==> src/rtl/aes_pkg.sv <==
// Shared constants, state encoding and sizing helpers for the AES serial front end.
// Imported by the frame loader and its capture registers.
package aes_pkg;

   localparam int BLOCK_W = 128;
   localparam int NB      = 4;

   typedef enum logic [1:0] {
      IDLE = 2'd0,
      DATA = 2'd1,
      KEY  = 2'd2,
      HOLD = 2'd3
   } state_t;

   // Round count for a key of nk 32-bit words (10/12/14).
   function automatic int nr_of(input int nk);
      return nk + 6;
   endfunction

   // Total serial bits in one frame: data block followed by the key.
   function automatic int frame_bits_of(input int nk);
      return BLOCK_W + nk * 32;
   endfunction

endpackage

==> src/rtl/serial_capture_reg.sv <==
// W-bit register that writes a single addressed bit per enabled cycle.
// Used once for the data block and once for the key.
module serial_capture_reg
   import aes_pkg::*;
#(
   parameter int W  = 128,
   parameter int IW = $clog2(W)
) (
   input  logic          clk,
   input  logic          reset,
   input  logic          en,
   input  logic [IW-1:0] idx,
   input  logic          bit_in,
   output logic [W-1:0]  q
);

   always_ff @(posedge clk or posedge reset) begin
      if (reset) begin
         q <= '0;
      end else if (en) begin
         q[idx] <= bit_in;
      end
   end

endmodule

==> src/rtl/aes_spi_frame_loader.sv <==
// Serial LSB-first loader of one AES frame (data block then key), handed to the
// cipher core through a valid/ready handshake.
module aes_spi_frame_loader
   import aes_pkg::*;
#(
   parameter int NK      = 4,
   parameter int BLOCK_W = aes_pkg::BLOCK_W
) (
   input  logic                clk,
   input  logic                reset,
   input  logic                cs,
   input  logic                mosi,
   output logic [BLOCK_W-1:0]  data_out,
   output logic [NK*32-1:0]    key_out,
   output logic                out_valid,
   input  logic                out_ready,
   output logic                busy,
   output logic                frame_err
);

   localparam int KEY_W = NK * 32;
   localparam int CNT_W = $clog2(frame_bits_of(NK));
   localparam int DIW   = $clog2(BLOCK_W);
   localparam int KIW   = $clog2(KEY_W);

   localparam logic [CNT_W-1:0] LAST_DATA = CNT_W'(BLOCK_W - 1);
   localparam logic [CNT_W-1:0] LAST_KEY  = CNT_W'(KEY_W - 1);

   state_t           state;
   logic [CNT_W-1:0] bit_cnt;

   logic             data_en;
   logic             key_en;
   logic [DIW-1:0]   data_idx;
   logic [KIW-1:0]   key_idx;

   // The first bit of a frame is taken in IDLE and always lands at position 0.
   always_comb begin
      data_en  = ~cs & ((state == IDLE) | (state == DATA));
      key_en   = ~cs & (state == KEY);
      data_idx = (state == IDLE) ? '0 : bit_cnt[DIW-1:0];
      key_idx  = bit_cnt[KIW-1:0];
   end

   serial_capture_reg #(.W(BLOCK_W), .IW(DIW)) u_data_reg (
      .clk    (clk),
      .reset  (reset),
      .en     (data_en),
      .idx    (data_idx),
      .bit_in (mosi),
      .q      (data_out)
   );

   serial_capture_reg #(.W(KEY_W), .IW(KIW)) u_key_reg (
      .clk    (clk),
      .reset  (reset),
      .en     (key_en),
      .idx    (key_idx),
      .bit_in (mosi),
      .q      (key_out)
   );

   // Frame sequencing; busy and out_valid are registered alongside the state so
   // they always reflect the state the loader is actually in.
   always_ff @(posedge clk or posedge reset) begin
      if (reset) begin
         state     <= IDLE;
         bit_cnt   <= '0;
         out_valid <= 1'b0;
         busy      <= 1'b0;
         frame_err <= 1'b0;
      end else begin
         frame_err <= 1'b0;
         case (state)
            IDLE: begin
               if (!cs) begin
                  state   <= DATA;
                  bit_cnt <= CNT_W'(1);
                  busy    <= 1'b1;
               end
            end
            DATA: begin
               if (cs) begin
                  state     <= IDLE;
                  bit_cnt   <= '0;
                  busy      <= 1'b0;
                  frame_err <= 1'b1;
               end else if (bit_cnt == LAST_DATA) begin
                  state   <= KEY;
                  bit_cnt <= '0;
               end else begin
                  bit_cnt <= bit_cnt + 1'b1;
               end
            end
            KEY: begin
               if (cs) begin
                  state     <= IDLE;
                  bit_cnt   <= '0;
                  busy      <= 1'b0;
                  frame_err <= 1'b1;
               end else if (bit_cnt == LAST_KEY) begin
                  state     <= HOLD;
                  bit_cnt   <= '0;
                  busy      <= 1'b0;
                  out_valid <= 1'b1;
               end else begin
                  bit_cnt <= bit_cnt + 1'b1;
               end
            end
            HOLD: begin
               // A bit arriving here is an overrun even if the handshake completes now.
               if (!cs) begin
                  frame_err <= 1'b1;
               end
               if (out_ready) begin
                  state     <= IDLE;
                  out_valid <= 1'b0;
               end
            end
            default: begin
               state     <= IDLE;
               bit_cnt   <= '0;
               out_valid <= 1'b0;
               busy      <= 1'b0;
            end
         endcase
      end
   end

endmodule
==> config.mk <==
export PLATFORM = sky130hd
export DESIGN_NAME = aes_spi_frame_loader
export DESIGN_NICKNAME = d
export VERILOG_FILES = /design/src/rtl/aes_pkg.sv /design/src/rtl/serial_capture_reg.sv /design/src/rtl/aes_spi_frame_loader.sv
export SDC_FILE = /design/constraint.sdc
export NUM_CORES = 1
export LEC_CHECK = 0
export CORE_MARGIN = 4
export CORE_UTILIZATION = 43
export DETAILED_ROUTE_END_ITERATION = 10
export GPL_ROUTABILITY_DRIVEN = 0
export PLACE_DENSITY = 0.67
export SETUP_SLACK_MARGIN = 0.5
export SYNTH_ARGS = -nofsm -noshare
export SYNTH_HDL_FRONTEND = slang
export SYNTH_HIERARCHICAL = 1
export SYNTH_SLANG_ARGS = --single-unit
==> constraint.sdc <==
create_clock -name clk -period 4.4 [get_ports clk]
set_input_delay 0.66 -clock clk [delete_from_list [all_inputs] [get_ports clk]]
set_output_delay 0.66 -clock clk [all_outputs]
set_load 0.005 [all_outputs]
# Word-level counts from Yosys, hierarchy flattened
# Index checks and enable logic that the tools add are counted.
# totals
ff_bits	269
output_inout_bits	259
# op_classes
addsub	1
magnitude_cmp	4
eq_ne	11
n_mux	30
bitwise_logic	4
n_reduce_logical	11
# ops
cell	n
$bwmux 128	2
$mux 8	3
$lt 7x8->1 const B	2
$pmux 8 s2	1
$demux 1 s7	2
$ge 7x1->1 const B	2
$mux 2	6
$reduce_and 4->1	3
$mux 1	11
$add 8x1->8 const B	1
$eq 8x7->1 const B	1
$ne 2x2->1 const B	4
$pmux 2 s4	1
$mux 7	1
$ne 3x2->1 const B	2
$eq 2x2->1 const B	2
$pmux 1 s2	2
$reduce_bool 2->1	2
$pmux 1 s3	1
$reduce_bool 3->1	1
$and 1x1->1	2
$eq 2x1->1 const B	1
$logic_and 1x1->1	2
$logic_not 2->1	1
5 further kinds	5

# Logic depth before layout (Yosys ltp)
# Gate-level depths: netlist (run 1).
# depth
ltp_word	7
ltp_mapped	10
mapped_depth_nobuf	7

# Modules after synthesis
# Netlist (run 1), hierarchy kept.
# by_module_without_submodules
mod	instances	cells_each	area_per_inst_um2
serial_capture_reg at u_key_reg	1	453	5774.3
serial_capture_reg at u_data_reg	1	453	5745.5
aes_spi_frame_loader	1	94	848.3

# Worst setup path after synthesis (run 1)
# Ideal clock, no wire load.
# synth_timing
path_kind	reg2reg
startpoint	reg state[0]
endpoint	reg u_data_reg.q[104]
arrival_ps	2268
required_time_ps	4275
path_slack_ps	2008
path_stages_with_launch	9
n_path_buf	1
path_cell_list	dfrtp_1 inv_1 ha_1 clkbuf_1 nor2_1 nor2_1 or4b_1 nor2_1 mux2_2
# synth_between
elab_cells_between_ends	11
cone_classes	order compare: 2; eq/ne: 1; mux: 4; bitwise: 2; reduce/logical: 2
# synth_rtl
item	line_no	text
from (decl)	aes_spi_frame_loader.sv:29	state_t state;
from (signal assigned)	aes_spi_frame_loader.sv:67	state <= IDLE;
from (signal assigned)	aes_spi_frame_loader.sv:77	state <= DATA;
from (signal assigned)	aes_spi_frame_loader.sv:84	state <= IDLE;
$eq 2x1->1 or $logic_not 2->1 (tied branches)	aes_spi_frame_loader.sv:39	data_en = ~cs & ((state == IDLE) | (state == DATA));
$or 1x1->1 *	aes_spi_frame_loader.sv:39	
$and 1x1->1 *	aes_spi_frame_loader.sv:39	
named net data_en	aes_spi_frame_loader.sv:32	logic data_en;
to (signal, indexed assignment)	serial_capture_reg.sv:21	q[idx] <= bit_in;
to (decl)	serial_capture_reg.sv:14	output logic [W-1:0] q
# The timed path passes the listed nets; every way through them passes the cells marked *.
# A chain may end at the register's enable or synchronous reset.

# Worst setup path after layout (run 1)
# layout_timing
startpoint	reg state[0]
endpoint	reg u_data_reg.q[71]
# layout_between
elab_chain_cells	7
elab_cells_between_ends	11
cone_classes	order compare: 2; eq/ne: 1; mux: 4; bitwise: 2; reduce/logical: 2
# layout_rtl
item	line_no	text
$logic_not 2->1 *	aes_spi_frame_loader.sv:41	data_idx = (state == IDLE) ? '0 : bit_cnt[DIW-1:0];
$mux 7 *	aes_spi_frame_loader.sv:41	
named net data_idx[1]	aes_spi_frame_loader.sv:34	logic [DIW-1:0] data_idx;
$lt 7x8->1 (not written as such) or $ge 7x1->1 (tied branches)	serial_capture_reg.sv:21	
$logic_and 1x1->1 (not written as such)	serial_capture_reg.sv:21	
$mux 1 (not written as such)	serial_capture_reg.sv:21	
$demux 1 s7 *	n/a	
$bwmux 128 *	serial_capture_reg.sv:21	
# Marked as above.

==> reports/qor.log, run 1 <==
[floorplanning] y dimension of the die 178 µm
[cts] PostCTS Resize Cnt 0
[floorplanning] IO Pins 264
[floorplanning] Die X-Extent 178 µm
[place] port bufs 263
[place] Setup WS pre-CTS 1.26 ns
[worst_setup_path] cells along the critical path inv_1, ha_1, nor2b_1, and4_1, nand2_1, mux2_1
[global_route] GRT overflow 0
[logic_synthesis] Synth Flop Type sky130_fd_sc_hd__dfrtp_1
[global_route] total routing usage reported by global routing 20.6%
[worst_setup_path] nature of the critical path startpoint flop
[cells_and_area] area taken by flip-flops and latches 0.00673 mm²
[cts] clock tree buffer depth 3
[sta] max-slew violations 0
[cts] CTS tree built
[worst_setup_path] cell type of the slowest stage on the worst timing path sky130_fd_sc_hd__nor2b_1
[logic_synthesis] Cell variety after synth 47
[global_route] number of global-route vias before repair 8815
[worst_setup_path] worst path arrival time 3.44 ns
[sta] count of endpoints failing setup in the final report 0
[floorplanning] floorplan core area 0.0281 mm²
[cts] clock transition at the registers of the reported paths 0.06 ns
[detailed_routing] remaining number of nets flagged by the antenna check after routing 0
[sta] Highest Clock Rate 0.331 GHz
[sta] final worst path period share 68.8%
[cells_and_area] fraction of layout cells with a size suffix above 1 21.0%
[logic_synthesis] synthesized net count 1010
[cts] number of buffers created by CTS 29
[cts] setup repair bufs after CTS 0
[worst_setup_path] number of cell instances on the worst register-to-register path 6
[logic_synthesis] sequential area share after synthesis 54.4%
[detailed_routing] DR pass1 iterations 4
[worst_setup_path] source of the worst register-to-register timing path state[0]
[logic_synthesis] Synth warnings 6
[global_route] pin count of the biggest net entering global routing 138
[cells_and_area] net count of the finished layout 1244
[power] maximum resistive drop on vdd 0.000255 V
[cts] clock tree root buffer cell sky130_fd_sc_hd__clkbuf_16
[detailed_routing] via count 8490
[sta] final total negative setup slack 0 ns
[worst_setup_path] reg-to-reg slack, setup 1.37 ns
[logic_synthesis] area share of the leading cell type in the synthesized netlist 54.4%
[worst_setup_path] largest fanout on the critical path 16
[cells_and_area] total area of multi-input combinational cells 0.00518 mm²
[sta] slew at the pin with the worst max-slew slack 0.963 ns
[cts] clock tree sinks 269
[logic_synthesis] most area-hungry cell type in the Yosys netlist sky130_fd_sc_hd__dfrtp_1
[worst_setup_path] Worst Setup End Kind flop
[power] PwrDens 365 mW/mm²
[sta] max_slew headroom 35.8%
[logic_synthesis] Async SR Flop Fraction 100%
[logic_synthesis] Avg Cell Area, Syn 12.4 µm²
[cells_and_area] Area Overhead vs Synth 31.5%
[min_path] HP Class reg -> reg
[logic_synthesis] post-synthesis instance total 1000
[sta] Min Clock Period, post-route 3.03 ns
[worst_setup_path] largest stage delay on the critical path 0.79 ns
[cts] hold buffer count at CTS 0
[detailed_routing] total DRC errors in the routed layout 0
[detailed_routing] total wire length 32500 µm
[logic_synthesis] combined area of all synthesized cells 0.0124 mm²
[cts] CTS H-tree lvls 1
[cells_and_area] Filler cells 2313
[detailed_routing] number of DRC violations after detailed-routing iteration 0 551
[logic_synthesis] top cells by area, synth sky130_fd_sc_hd__dfrtp_1, sky130_fd_sc_hd__mux2_2, sky130_fd_sc_hd__mux2_1, sky130_fd_sc_hd__nand2_1, sky130_fd_sc_hd__nor2_1
[run_status] status completed
[power] Lkg Pwr 0.00728 µW
[global_route] wire length of the first global-routing pass 51800 µm
[detailed_routing] detailed-routed wire length on met2 15100 µm
[detailed_routing] routed length on met1 14100 µm
[sta] post-route clock skew 0.0106 ns
[flow_run] max capacitance violation total 0
[worst_setup_path] timing endpoint of the critical path u_data_reg/q[71]
[worst_setup_path] required time reported for the critical path endpoint 4.81 ns
[global_route] number of antenna violations at the first check in global routing 0
[sta] worst setup margin 1.37 ns
[logic_synthesis] count of state elements after synthesis 269
[worst_setup_path] terminus of the critical flop-to-flop path u_data_reg/q[71]
[detailed_routing] uppermost metal layer occupied by signal nets met4
[logic_synthesis] Post-synth EDFFs 0
[floorplanning] cell row count 61
[worst_setup_path] worst setup path class reg -> reg
[sta] final hold violation count 0
[worst_setup_path] crit path launch state[0]
[place] Detail Placement HPWL 21900 µm
[cells_and_area] diode insertion count for antenna repair 0
[floorplanning] starting density of the core 44.0%
[detailed_routing] detailed route wirelength on metal3 2440 µm
[detailed_routing] via density per instance 5.20
[detailed_routing] average detailed-routed wire length per instance 19.9 µm
[sta] unrepaired setup endpoints after global routing no
[floorplanning] total die area 0.0315 mm²
[cts] source-to-sink clock delay at the later pin of the worst-skew pair 0.53 ns
state kept, by name, indices dropped and copies added, names as in the netlist:
signal        flops
frame_err         1
state             2
u_key_reg/q     128
busy              1
bit_cnt           8
out_valid         1
u_data_reg/q    128
layout by cell type, fill, tap and decap left out, types with 3 or more instances in the layout:
cell type	synthesis	final
sky130_fd_sc_hd__nand4b_1	14	14
sky130_fd_sc_hd__clkbuf_16	0	29
sky130_fd_sc_hd__nor3_1	5	5
sky130_fd_sc_hd__ha_1	5	5
sky130_fd_sc_hd__and4bb_2	11	11
sky130_fd_sc_hd__nor4b_4	10	10
sky130_fd_sc_hd__nor2_1	88	88
sky130_fd_sc_hd__nand4_1	4	4
sky130_fd_sc_hd__clkinv_2	0	3
sky130_fd_sc_hd__o21ai_0	5	5
sky130_fd_sc_hd__mux2_2	163	163
sky130_fd_sc_hd__a22o_1	3	3
sky130_fd_sc_hd__nor2b_1	9	9
sky130_fd_sc_hd__clkdlybuf4s50_1	0	262
sky130_fd_sc_hd__nand2_1	186	186
sky130_fd_sc_hd__and4b_1	6	6
sky130_fd_sc_hd__bufinv_16	0	7
sky130_fd_sc_hd__clkbuf_8	0	5
sky130_fd_sc_hd__nand4bb_1	6	6
sky130_fd_sc_hd__clkbuf_1	40	5
sky130_fd_sc_hd__buf_12	0	3
sky130_fd_sc_hd__mux2_1	84	84
sky130_fd_sc_hd__mux2_4	10	10
sky130_fd_sc_hd__inv_1	9	7
sky130_fd_sc_hd__mux2i_1	4	4
sky130_fd_sc_hd__buf_4	20	11
sky130_fd_sc_hd__and4bb_1	5	5
sky130_fd_sc_hd__clkinvlp_4	0	3
sky130_fd_sc_hd__dfrtp_1	269	269
worst max-delay path, delay by kind of cell, from the launching register on:
family                     cells  cell delay [ns]
and+or+nand+nor                3             1.70
DFF                            1             0.38
adders and majority gates      1             0.38
muxes                          1             0.35
buffers and inverters          1             0.09
synthesized netlist by cell type (2+ instances only):
master / count
sky130_fd_sc_hd__nand2_1: 186
sky130_fd_sc_hd__and4b_1: 6
sky130_fd_sc_hd__mux2_2: 163
sky130_fd_sc_hd__o21ai_1: 2
sky130_fd_sc_hd__mux2_1: 84
sky130_fd_sc_hd__dfrtp_1: 269
sky130_fd_sc_hd__clkbuf_1: 40
sky130_fd_sc_hd__inv_1: 9
sky130_fd_sc_hd__a22o_1: 3
sky130_fd_sc_hd__nor2_1: 88
sky130_fd_sc_hd__nor2b_1: 9
sky130_fd_sc_hd__and4bb_1: 5
sky130_fd_sc_hd__and4_1: 2
sky130_fd_sc_hd__nand4_1: 4
sky130_fd_sc_hd__buf_4: 20
sky130_fd_sc_hd__mux2i_1: 4
sky130_fd_sc_hd__nor4bb_1: 2
sky130_fd_sc_hd__buf_6: 8
sky130_fd_sc_hd__nor4b_4: 10
sky130_fd_sc_hd__a21oi_1: 2
sky130_fd_sc_hd__nor4_4: 2
sky130_fd_sc_hd__and4bb_2: 11
sky130_fd_sc_hd__buf_2: 6
sky130_fd_sc_hd__nor3_1: 5
sky130_fd_sc_hd__nand4b_1: 14
sky130_fd_sc_hd__nand4bb_1: 6
sky130_fd_sc_hd__nand3_1: 2
sky130_fd_sc_hd__or4b_1: 2
sky130_fd_sc_hd__mux2_4: 10
sky130_fd_sc_hd__ha_1: 5
sky130_fd_sc_hd__o21ai_0: 5
through the flow:
stage          std cells  util, %  power (µW)  area (µm²)  hold WS, ns
2_1_floorplan       1000        -        3080       12400        0.464
6_report            1633     57.9        5930       16300        0.487
5_1_grt             1633     57.9        6190       16300        0.505
3_3_place_gp        1581     54.1        3280       15200        0.469
3_5_place_dp        1581     54.1        3290       15200        0.479
4_1_cts             1633     57.9        6010       16300        0.493
cells by family (layout without fill, tap and decap cells):
family                   after synthesis  in the layout  share of synthesized area [%]
AND/OR/NAND/NOR                      359            359                           16.0
AO/OA/AOI/OAI                         21             21                           1.25
adder cells (fa/ha/maj)                5              5                          0.506
multiplexers                         261            261                           24.0
flip-flops                           269            269                           54.4
buffers and inverters                 83            338                           3.67
XOR/XNOR                               2              2                          0.142
layer usage:
| layer | vias to the layer above | GRT usage, % |
|---|---|---|
| met1 | 4284 | 27.9 |
| met4 | 0 | 5.22 |
| met5 | - | 0 |
| met2 | 253 | 33.1 |
| li1 | 3903 | - |
| met3 | 50 | 5.52 |
final cells by class:
type | instances | area share [%]
clock buffers | 39 | 5.00
repair buffers | 277 | 17.1
flip-flops and latches | 269 | 41.4
well taps | 378 | 2.91
inverters | 9 | 0.254
multi-input cells | 648 | 31.9
clock inverters | 13 | 1.54
how the worst min path moves through the flow:
| stage | cells after the start | start | endpoint |
|---|---|---|---|
| finish | 1 | u_data_reg/q[36] | u_data_reg/q[36] |
| global route | 1 | u_key_reg/q[103] | u_key_reg/q[103] |
| CTS | 1 | u_key_reg/q[8] | u_key_reg/q[8] |
| detailed placement | 1 | u_data_reg/q[112] | u_data_reg/q[112] |
| global placement | 1 | u_data_reg/q[112] | u_data_reg/q[112] |
| floorplan | 1 | bit_cnt[7] | bit_cnt[7] |
power breakdown:
group	internal, µW	leakage (µW)	switching [µW]
combinational	252	0.00302	345
clock	1700	0.000518	990
sequential	2530	0.00374	109
total	4490	0.00728	1440
Note: power is estimated with default switching activity, not from simulation.
==> inputs of run 2 (changes only) <==
==> constraint.sdc (replaced) <==
create_clock -name clk -period 3 [get_ports clk]
set_input_delay 0.45 -clock clk [delete_from_list [all_inputs] [get_ports clk]]
set_output_delay 0.45 -clock clk [all_outputs]
set_load 0.005 [all_outputs]
==> run 2 against run 1 <==
Sequential share of layout area down 0.25 points. Worst setup slack worse by 0.74 ns. Cell count up 1.3%. Clock skew up 0.0060 ns. Combinational power up 84%. Fmax up 28%. Total power up 39%. Count of clock-buffer cells in the layout up 2. Flip-flop and latch count unchanged. Global-route usage about the same. Critical path type unchanged. Critical endpoint is now u_data_reg/q[127]. Largest cell class unchanged. Highest routed layer unchanged.
==> reports/qor.log, run 2 (same netlist as run 1, synthesis figures left out) <==
[floorplanning] Die X-Extent 178 µm [unchanged]
[cells_and_area] most frequent cells in the layout sky130_fd_sc_hd__dfrtp_1, sky130_fd_sc_hd__clkdlybuf4s50_1, sky130_fd_sc_hd__nand2_1, sky130_fd_sc_hd__mux2_2, sky130_fd_sc_hd__nor2_1
[place] Detail Placement HPWL 22300 µm [+1.6%]
[sta] count of endpoints failing setup in the final report 0 [unchanged]
[floorplanning] floorplan core area 0.0281 mm² [unchanged]
[global_route] number of global-route vias before repair 9119 [+3.4%]
[global_route] GRT overflow 0 [unchanged]
[detailed_routing] DR pass1 iterations 4 [unchanged]
[sta] final total negative setup slack 0 ns [unchanged]
[cells_and_area] diode insertion count for antenna repair 0 [unchanged]
[floorplanning] cell row count 61 [unchanged]
[floorplanning] starting density of the core 44.0% [unchanged]
[cts] CTS H-tree lvls 1 [unchanged]
[worst_setup_path] largest fanout on the critical path 16 [unchanged]
[detailed_routing] remaining number of nets flagged by the antenna check after routing 0 [unchanged]
[global_route] total routing usage reported by global routing 20.6% [about the same]
[sta] unrepaired setup endpoints after global routing yes
[run_status] status completed
[global_route] number of antenna violations at the first check in global routing 0 [unchanged]
[sta] slew at the pin with the worst max-slew slack 0.739 ns [-0.224 ns]
[cells_and_area] fraction of layout cells with a size suffix above 1 23.0% [+1.9 points]
[sta] Min Clock Period, post-route 2.37 ns [-0.655 ns]
[worst_setup_path] nature of the critical path startpoint flop
[cts] clock transition at the registers of the reported paths 0.06 ns [about the same]
[power] maximum resistive drop on vdd 0.000355 V [+39%]
[place] port bufs 263 [unchanged]
[cts] clock tree buffer depth 3 [unchanged]
[sta] final hold violation count 0 [unchanged]
[cells_and_area] largest registers ranked by flip-flop count u_data_reg/q x128, u_key_reg/q x128, bit_cnt x8
[cells_and_area] Area Overhead vs Synth 32.3%
[detailed_routing] average detailed-routed wire length per instance 19.9 µm [-0.10%]
[cts] number of buffers created by CTS 29 [unchanged]
[power] PwrDens 504 mW/mm² [+38%]
[sta] max-slew violations 0 [unchanged]
[cells_and_area] net count of the finished layout 1269 [+2.0%]
[cts] CTS tree built
[detailed_routing] number of DRC violations after detailed-routing iteration 0 593 [+7.6%]
[worst_setup_path] worst path arrival time 2.80 ns [-0.64 ns]
[detailed_routing] via density per instance 5.25 [+1.0%]
[worst_setup_path] Worst Setup End Kind flop
[cells_and_area] most common library cell in the layout ignoring fill and taps sky130_fd_sc_hd__dfrtp_1
[detailed_routing] total wire length 32900 µm [+1.2%]
[power] Lkg Pwr 0.00733 µW [+0.73%]
[cts] source-to-sink clock delay at the later pin of the worst-skew pair 0.54 ns [about the same]
[sta] final worst path period share 79.0% [+10 points]
[sta] max_slew headroom 50.7% [+15 points]
[global_route] wire length of the first global-routing pass 52300 µm [+0.97%]
[worst_setup_path] worst setup path class reg -> reg
[detailed_routing] via count 8686 [+2.3%]
[min_path] HP Class in -> async
[sta] worst setup margin 0.630 ns [-0.745 ns]
[sta] post-route clock skew 0.0166 ns [+0.00600 ns]
[flow_run] max capacitance violation total 0 [unchanged]
[sta] worst-case hold slack 0.437 ns [-0.0495 ns]
[place] Setup WS pre-CTS 0.271 ns [-0.991 ns]
[cts] clock tree sinks 269 [unchanged]
[detailed_routing] total DRC errors in the routed layout 0 [unchanged]
[cells_and_area] Filler cells 2359 [+2.0%]
[global_route] pin count of the biggest net entering global routing 94 [-32%]
[cts] clock tree root buffer cell sky130_fd_sc_hd__clkbuf_16
[worst_setup_path] required time reported for the critical path endpoint 3.42 ns [-1.39 ns]
[floorplanning] total die area 0.0315 mm² [unchanged]
[floorplanning] y dimension of the die 178 µm [unchanged]
[sta] Highest Clock Rate 0.422 GHz [+28%]
[floorplanning] IO Pins 264 [unchanged]
==> run 2: cell count changes in the layout (fill, tap and decap cells not counted), moves of 2 or more <==
cell | previous run | this run
sky130_fd_sc_hd__and4b_1 | 6 | 4
sky130_fd_sc_hd__and4b_2 | 0 | 2
sky130_fd_sc_hd__buf_12 | 3 | 8
sky130_fd_sc_hd__buf_4 | 11 | 31
sky130_fd_sc_hd__bufinv_16 | 7 | 1
sky130_fd_sc_hd__clkbuf_1 | 5 | 7
sky130_fd_sc_hd__clkinv_4 | 2 | 0
sky130_fd_sc_hd__clkinvlp_4 | 3 | 5
sky130_fd_sc_hd__nor2b_1 | 9 | 6
sky130_fd_sc_hd__nor2b_2 | 0 | 3
==> run 2: what timing repair did <==
action,in CTS,in global routing
pin swaps,1,0
hold buffers,0,0
setup buffers,2,2
endpoints found under the setup margin,121,27
gates resized for setup,6,4
==> run 2: worst paths after layout <==
| path | start | to | slack, ns | depth (start not counted) |
|---|---|---|---|---|
| worst min register to register | u_data_reg/q[67] | u_data_reg/q[67] | 0.49 | 1 |
| min in group clk | u_data_reg/q[67] | u_data_reg/q[67] | 0.49 | 1 |
| worst min-delay path | reset | u_data_reg/q[92] | 0.44 | 2 |
| worst max-delay path | state[0] | u_data_reg/q[127] | 0.63 | 7 |
| max in group asynchronous | reset | u_key_reg/q[30] | 1.80 | 3 |
| worst max register to register | state[0] | u_data_reg/q[127] | 0.63 | 7 |
==> run 2: cell type report <==
class,instances,area [µm²],share of cell area (%)
clock buffer,41,821,5.02
inverter,9,45.0,0.275
clock inverter,7,65.1,0.398
tap,378,473,2.89
timing repair buffer,302,3030,18.5
multi-input combinational,648,5200,31.8
sequential,269,6730,41.1
==> run 2: power breakdown <==
| part | internal, µW | switching, µW | leakage, µW |
|---|---|---|---|
| Clock | 1970 | 1410 | 0.000432 |
| Combinational | 457 | 646 | 0.00316 |
| Sequential | 3720 | 54.7 | 0.00374 |
==> run 2: routing by layer <==
layer,vias to the layer above,track usage (%),part of all wire [%]
met2,276,33.3,47
met4,0,5.77,2.8
li1,3951,-,-
met5,-,0,0
met1,4406,27.8,44
met3,53,5.13,6.7
==> run 2: critical path, stage by stage (launching register included) <==
cell and delay [ns]:
sky130_fd_sc_hd__dfrtp_1 0.38, sky130_fd_sc_hd__inv_1 0.10, sky130_fd_sc_hd__ha_2 0.27, sky130_fd_sc_hd__nor2b_1 0.13
sky130_fd_sc_hd__buf_4 0.27, sky130_fd_sc_hd__nand4_1 0.43, sky130_fd_sc_hd__nor2_1 0.32, sky130_fd_sc_hd__mux2_2 0.36
==> run 2: stage by stage <==
| stage | cells | utilization, % | total power, µW | instance area, µm² |
|---|---|---|---|---|
| floorplan | 1000 | - | 4520 | 12400 |
| global placement | 1602 | 54.9 | 4870 | 15400 |
| detailed placement | 1602 | 54.9 | 4900 | 15400 |
| CTS | 1652 | 58.1 | 8300 | 16300 |
| global route | 1654 | 58.3 | 8600 | 16400 |
| finish | 1654 | 58.3 | 8250 | 16400 |
